File: config.mk
export PLATFORM = sky130hd
export DESIGN_NAME = instr_fetch_flat
export DESIGN_NICKNAME = d
export VERILOG_FILES = /design/src/rtl/instr_fetch_if.sv /design/src/rtl/instr_fetch.sv /design/src/flat_wrapper.sv
export SDC_FILE = /design/constraint.sdc
export NUM_CORES = 1
export LEC_CHECK = 0
export ABC_AREA = 1
export BUFFER_PORTS_ARGS = -buffer_cell sky130_fd_sc_hd__buf_2
export CORE_MARGIN = 1.5
export CORE_UTILIZATION = 35
export CTS_BUF_LIST = sky130_fd_sc_hd__clkbuf_4 sky130_fd_sc_hd__clkbuf_8 sky130_fd_sc_hd__clkbuf_16
export CTS_CLUSTER_DIAMETER = 40
export DETAILED_ROUTE_END_ITERATION = 8
export PLACE_DENSITY = 0.62
export SETUP_SLACK_MARGIN = 0.15
export SLEW_MARGIN = 10
export SYNTH_ARGS = -nofsm -noshare
export SYNTH_HDL_FRONTEND = slang
export SYNTH_SLANG_ARGS = --single-unit
File: constraint.sdc
create_clock -name clk -period 3.5 [get_ports clk]
set_clock_uncertainty 0.15 [all_clocks]
set_input_delay 0.525 -clock clk [delete_from_list [all_inputs] [get_ports clk]]
set_output_delay 0.525 -clock clk [all_outputs]
set_load 0.02 [all_outputs]
File: src/rtl/instr_fetch_if.sv
// Instruction-fetch bus bundle: program-memory read port and decode/issue port.
interface instr_fetch_if #(
  parameter int unsigned PC_W = 12
);
  logic [PC_W-1:0] pm_addr;
  logic            pm_req;
  logic            pm_ack;
  logic [15:0]     pm_rdata;
  logic [15:0]     instruction;
  logic [7:0]      OP_dk;
  logic [3:0]      OP_s;
  logic [6:0]      dma;
  logic [PC_W-1:0] operand;
  logic            instr_valid;
  logic            instr_ready;
  logic [1:0]      pcInMux_ctrl;
  logic [PC_W-1:0] acc_low;
  logic            push;
  logic [PC_W-1:0] pc;
  logic            stack_err;

  modport master (
    output pm_addr, pm_req,
    input  pm_ack, pm_rdata,
    output instruction, OP_dk, OP_s, dma, operand, instr_valid,
    input  instr_ready, pcInMux_ctrl, acc_low, push,
    output pc, stack_err
  );

  modport slave (
    input  pm_addr, pm_req,
    output pm_ack, pm_rdata,
    input  instruction, OP_dk, OP_s, dma, operand, instr_valid,
    output instr_ready, pcInMux_ctrl, acc_low, push,
    input  pc, stack_err
  );
endinterface

File: src/rtl/instr_fetch.sv
// Instruction fetch unit: one/two-word fetch FSM, issue handshake, next-PC
// selection and a fixed-depth return-address stack with sticky error flag.
module instr_fetch #(
  parameter int unsigned PC_W    = 12,
  parameter int unsigned STACK_D = 4
) (
  input  logic          clk,
  input  logic          reset_n,
  instr_fetch_if.master bus
);

  localparam int unsigned DEPTH_W  = $clog2(STACK_D + 1);
  localparam logic [15:0] NOP_WORD = 16'h7F80;
  localparam logic [3:0]  LONG_OP  = 4'hF;

  typedef enum logic [1:0] {FETCH1, FETCH2, ISSUE} state_t;

  state_t             r_state, w_state_nxt;
  logic [PC_W-1:0]    r_pc, w_pc_nxt;
  logic [PC_W-1:0]    r_operand, w_operand_nxt;
  logic [15:0]        r_instr, w_instr_nxt;
  logic               r_pm_req, w_pm_req_nxt;
  logic               r_valid, w_valid_nxt;
  logic               r_err, w_err_nxt;
  logic [PC_W-1:0]    r_stack [STACK_D];
  logic [PC_W-1:0]    w_stack_nxt [STACK_D];
  logic [DEPTH_W-1:0] r_depth, w_depth_nxt;

  logic               w_ack;
  logic               w_consume;
  logic               w_pop;
  logic               w_do_push;
  logic               w_empty;
  logic [PC_W-1:0]    w_ret;
  logic [PC_W-1:0]    w_top;

  // Next-state, datapath and return-stack update
  always_comb begin
    w_state_nxt   = r_state;
    w_pc_nxt      = r_pc;
    w_operand_nxt = r_operand;
    w_instr_nxt   = r_instr;
    w_err_nxt     = r_err;
    w_depth_nxt   = r_depth;
    w_stack_nxt   = r_stack;

    // An ack only counts while our own request is actually on the bus
    w_ack     = r_pm_req & bus.pm_ack;
    w_consume = (r_state == ISSUE) & bus.instr_ready;
    w_pop     = w_consume & (bus.pcInMux_ctrl == 2'b01);
    w_do_push = w_consume & bus.push;
    w_empty   = (r_depth == '0);
    w_ret     = r_pc + PC_W'(1);
    w_top     = w_empty ? '0 : r_stack[0];

    case (r_state)
      FETCH1: begin
        if (w_ack) begin
          w_instr_nxt = bus.pm_rdata;
          if (bus.pm_rdata[15:12] == LONG_OP) begin
            w_state_nxt = FETCH2;
            w_pc_nxt    = r_pc + PC_W'(1);
          end else begin
            w_state_nxt = ISSUE;
          end
        end
      end
      FETCH2: begin
        if (w_ack) begin
          w_operand_nxt = bus.pm_rdata[PC_W-1:0];
          w_state_nxt   = ISSUE;
        end
      end
      ISSUE: begin
        if (bus.instr_ready) begin
          w_state_nxt = FETCH1;
          case (bus.pcInMux_ctrl)
            2'b00:   w_pc_nxt = r_operand;
            2'b01:   w_pc_nxt = w_top;
            2'b10:   w_pc_nxt = bus.acc_low;
            default: w_pc_nxt = w_ret;
          endcase
        end
      end
      default: w_state_nxt = FETCH1;
    endcase

    // Push+pop on a non-empty stack just replaces the top entry
    if (w_do_push && w_pop && !w_empty) begin
      w_stack_nxt[0] = w_ret;
    end else if (w_do_push) begin
      for (int unsigned i = STACK_D - 1; i > 0; i--) begin
        w_stack_nxt[i] = r_stack[i-1];
      end
      w_stack_nxt[0] = w_ret;
      if (r_depth == DEPTH_W'(STACK_D)) begin
        w_err_nxt = 1'b1;
      end else begin
        w_depth_nxt = r_depth + DEPTH_W'(1);
      end
    end else if (w_pop && !w_empty) begin
      for (int unsigned i = 0; i + 1 < STACK_D; i++) begin
        w_stack_nxt[i] = r_stack[i+1];
      end
      w_stack_nxt[STACK_D-1] = '0;
      w_depth_nxt = r_depth - DEPTH_W'(1);
    end

    if (w_pop && w_empty) begin
      w_err_nxt = 1'b1;
    end

    w_pm_req_nxt = (w_state_nxt != ISSUE);
    w_valid_nxt  = (w_state_nxt == ISSUE);
  end

  // State and datapath registers
  always_ff @(posedge clk or negedge reset_n) begin
    if (!reset_n) begin
      r_state   <= FETCH1;
      r_pc      <= '0;
      r_operand <= '0;
      r_instr   <= NOP_WORD;
      r_pm_req  <= 1'b0;
      r_valid   <= 1'b0;
      r_err     <= 1'b0;
      r_depth   <= '0;
      for (int unsigned i = 0; i < STACK_D; i++) begin
        r_stack[i] <= '0;
      end
    end else begin
      r_state   <= w_state_nxt;
      r_pc      <= w_pc_nxt;
      r_operand <= w_operand_nxt;
      r_instr   <= w_instr_nxt;
      r_pm_req  <= w_pm_req_nxt;
      r_valid   <= w_valid_nxt;
      r_err     <= w_err_nxt;
      r_depth   <= w_depth_nxt;
      for (int unsigned i = 0; i < STACK_D; i++) begin
        r_stack[i] <= w_stack_nxt[i];
      end
    end
  end

  assign bus.pm_addr     = r_pc;
  assign bus.pm_req      = r_pm_req;
  assign bus.instruction = r_instr;
  assign bus.OP_dk       = r_instr[15:8];
  assign bus.OP_s        = r_instr[15:12];
  assign bus.dma         = r_instr[6:0];
  assign bus.operand     = r_operand;
  assign bus.instr_valid = r_valid;
  assign bus.pc          = r_pc;
  assign bus.stack_err   = r_err;

endmodule

File: src/flat_wrapper.sv
// flat-port wrapper written by rule: the top's interface ports become plain ports
module instr_fetch_flat 
#(
  parameter int unsigned PC_W    = 12,
  parameter int unsigned STACK_D = 4
)
  (clk, reset_n, bus_pm_addr, bus_pm_req, bus_pm_ack, bus_pm_rdata, bus_instruction, bus_OP_dk, bus_OP_s, bus_dma, bus_operand, bus_instr_valid, bus_instr_ready, bus_pcInMux_ctrl, bus_acc_low, bus_push, bus_pc, bus_stack_err);
  instr_fetch_if #(.PC_W(PC_W)) bus_i ();
  input  logic clk;
  input  logic reset_n;
  output wire logic [$bits(bus_i.pm_addr)-1:0] bus_pm_addr;
  output wire logic [$bits(bus_i.pm_req)-1:0] bus_pm_req;
  input wire logic [$bits(bus_i.pm_ack)-1:0] bus_pm_ack;
  input wire logic [$bits(bus_i.pm_rdata)-1:0] bus_pm_rdata;
  output wire logic [$bits(bus_i.instruction)-1:0] bus_instruction;
  output wire logic [$bits(bus_i.OP_dk)-1:0] bus_OP_dk;
  output wire logic [$bits(bus_i.OP_s)-1:0] bus_OP_s;
  output wire logic [$bits(bus_i.dma)-1:0] bus_dma;
  output wire logic [$bits(bus_i.operand)-1:0] bus_operand;
  output wire logic [$bits(bus_i.instr_valid)-1:0] bus_instr_valid;
  input wire logic [$bits(bus_i.instr_ready)-1:0] bus_instr_ready;
  input wire logic [$bits(bus_i.pcInMux_ctrl)-1:0] bus_pcInMux_ctrl;
  input wire logic [$bits(bus_i.acc_low)-1:0] bus_acc_low;
  input wire logic [$bits(bus_i.push)-1:0] bus_push;
  output wire logic [$bits(bus_i.pc)-1:0] bus_pc;
  output wire logic [$bits(bus_i.stack_err)-1:0] bus_stack_err;
  assign bus_pm_addr = bus_i.pm_addr;
  assign bus_pm_req = bus_i.pm_req;
  assign bus_i.pm_ack = bus_pm_ack;
  assign bus_i.pm_rdata = bus_pm_rdata;
  assign bus_instruction = bus_i.instruction;
  assign bus_OP_dk = bus_i.OP_dk;
  assign bus_OP_s = bus_i.OP_s;
  assign bus_dma = bus_i.dma;
  assign bus_operand = bus_i.operand;
  assign bus_instr_valid = bus_i.instr_valid;
  assign bus_i.instr_ready = bus_instr_ready;
  assign bus_i.pcInMux_ctrl = bus_pcInMux_ctrl;
  assign bus_i.acc_low = bus_acc_low;
  assign bus_i.push = bus_push;
  assign bus_pc = bus_i.pc;
  assign bus_stack_err = bus_i.stack_err;
  instr_fetch #(.PC_W(PC_W), .STACK_D(STACK_D)) u_core (.clk(clk), .reset_n(reset_n), .bus(bus_i));
endmodule
==> run summary <==
Combinational fraction of design power - 43.0%
Layout area overhead - 13.30%
Die height - 124.0 µm
Worst EP arrival - 2.25 ns
Worst reg2reg path depth - 9
VDD IR max - 0.4334 mV
Total Neg Setup Slack - 0 ns
Hpwl dp - 9.171 mm
# Max-Cap Violations - 0
DRT Wirelength - 12.51 mm
Worst Setup End Kind - register
Worst path bufs/invs - 2
Leak Pwr - 2.961 nW
Slew @ Worst Pin - 0.8587 ns
Final GP Congestion - 0.8585
Syn. warnings - 0
CP peak stage delay - 0.53 ns
DRT antenna net count - 0
Die W - 124.0 µm
Drt initial violations - 313
First-pass GRT wire length - 21.00 mm
Synth Area in Compound Gates - 12.37%
CTS max path bufs - 2
CP startpoint kind - register
Initial antenna violation count - 0
Post-Syn Nets - 685
Vias in the first global route - 4,101
Max Clk Rate - 0.4608 GHz
Most frequent cells in the layout - 218 x nand2_1, 107 x buf_2, 88 x dfrtp_1
Die ar. - 15,380 µm²
# rows - 44
CP delay by family, top - simple AND/OR/NAND/NOR gates
Net switching power - 0.002298 W
Postcts setup bufs - 0
Internal - 0.002878 W
Clk slew on worst S/H paths - 0.06 ns
GR Overflow Total - 0
Placed cells - 889
CP Class - reg -> reg
Mux contribution to synthesized area - 0%
GRT Util Overall - 17.81%
# IOs - 109
Num CTS Buffers - 9
Port Buf Inserts - 108
Worst r2r src - u_core.r_state[1]
Synth Instances - 648
Mean Syn Cell Area - 7.911 µm²
Cts repair resizes - 0
Register bit total from synthesis - 96
Hold Buf Count CTS - 0
Max FO, Critical Path - 20
Post-Synth XOR/XNOR Area - 0.5126%
Avg WL per Cell - 13.82 µm
Power density cells - 891.3 nW/µm²
Slowest cell on crit path - dfrtp_1
DRC - 0
Unique cell type count in the Yosys netlist - 34
Sw Share - 44.40%
Clk Latency, worst-skew pair - 0.35 ns
Layout cell share with drive strength beyond 1 - 23.86%
CP Cell Sequence - inv_2 > nor2_1 > nand2_1 > inv_1 > nand3_1 > nor2_1 > nor2_1 > nand2_1 > nand2_1
Fin crit share - 62.00%
Commonest non-fill, non-tap cell in the layout - nand2_1
CTS tree - done
Setup slack, reg-to-reg - 1.33 ns
Total number of vias - 4,295
Final Hold Fails - 0
Non-Filler Instances - 905
Initial Util - 35.54%
1st-pass router iterations - 4
Clock share of power - 18.0%
Mapped Area - 5126 µm²
Slew headroom - 42.54%
Hold/Removal Path Class - in -> async
Sequential Power Share - 39.0%
Fin crit period - 2.170 ns
CP required - 3.58 ns
RSZ-0062 raised after global routing - no
Nets - 753
Largest family of logic cells by synthesized area - simple AND/OR/NAND/NOR gates
Root Buffer - clkbuf_16
Vias per std cell - 4.746
Synth Area in Adders - 0.4882%
Largest net degree at the start of global routing - 54
Outcome - finished, final reports clean
Synth Area in Simple Gates - 26.34%
Worst r2r dst - u_core.bus.pc[11]
CTS H-tree depth - 3
Core area - 14,420 µm²
Final Max Slew Viols - 0
Finish-stage setup viols - 0
Total clock sinks - 96
Register area share after synthesis - 47.06%
# diodes - 0
Fill cells - 1,523
worst max-delay path by stage:
stage | startpoint | to | slack (ns) | depth (start not counted)
floorplan | bus_instr_ready | u_core.r_depth[2] | 1.69 | 11
global placement | bus_pcInMux_ctrl[1] | u_core.r_depth[2] | 1.30 | 11
detailed placement | bus_pcInMux_ctrl[1] | u_core.r_depth[1] | 1.25 | 11
CTS | u_core.r_state[1] | u_core.bus.pc[11] | 1.35 | 9
global route | u_core.r_state[1] | u_core.bus.pc[11] | 1.05 | 9
finish | u_core.r_state[1] | u_core.bus.pc[11] | 1.33 | 9
through the flow:
step	total power (W)	instance area, µm²	setup slack [ns]	utilization, %	hold WS (ns)
after detailed placement	0.004275	5528	1.254	38.32	0.3202
after global placement	0.004259	5528	1.297	38.32	0.3134
after CTS	0.005219	5808	1.348	40.27	0.1043
after global routing	0.005621	5808	1.045	40.27	0.1269
final	0.005177	5808	1.330	40.27	0.07573
after floorplan	0.003771	5126	1.691	-	0.07941
synth_stat cells, drive strengths merged:
cell type    n  share of area, %
o221ai       2              0.34
nor2        33               3.0
inv         69               5.1
o21ai       85               9.0
a22oi        1              0.15
nand4        5              0.90
a21oi       12               1.2
xor2         3              0.51
nand3b       1              0.15
nand2      233                18
buf         46               7.3
nor3         2              0.20
o21bai       1              0.15
ha           2              0.49
nand3       36               3.8
dfrtp       88                43
o211ai       8               1.2
clkbuf       8              0.59
o22ai        3              0.37
clkinv       2              0.24
dfstp        8               4.1
logic make-up after synthesis:
logic type	after synthesis
AOI/OAI and AO/OA	112
xor gates and xnor gates	3
buffers and inverters	125
adders and majority gates	2
and+or+nand+nor	310
DFF	96
flip-flops by register name, summed over array words and instances (netlist names), 2 cells and up:
signal                  flops
u_core.r_stack             48
u_core.bus.pc              12
u_core.r_state              2
u_core.r_depth              3
u_core.bus.instruction     16
u_core.bus.operand         12
power by group through the flow:
stage | combinational [W] | clock, W | sequential (W)
floorplan | 0.00156 | 0 | 0.00221
global placement | 0.00222 | 0 | 0.00203
detailed placement | 0.00224 | 0 | 0.00203
CTS | 0.00224 | 0.000954 | 0.00202
global route | 0.00252 | 0.00100 | 0.00210
finish | 0.00222 | 0.000931 | 0.00202
routing by layer:
metal	wire length, µm	share of wire, %	up-vias	track usage (%)
met5	0	0	-	0
met4	78	0.62	0	4.474
met3	579	4.6	6	4.304
met2	5876	47	92	28.11
met1	5977	48	2039	24.66
li1	-	-	2158	-
area by class of cell:
cell class | count | area (µm²) | area share, %
Clock buffer | 13 | 261.5 | 4.502
Clock inverter | 3 | 18.77 | 0.3231
Inverter | 71 | 271.5 | 4.675
Multi-Input combinational cell | 427 | 2036 | 35.05
Sequential cell | 96 | 2412 | 41.53
Tap cell | 184 | 230.2 | 3.964
Timing Repair Buffer | 111 | 578.1 | 9.953
Note: power is estimated with default switching activity, not from simulation.
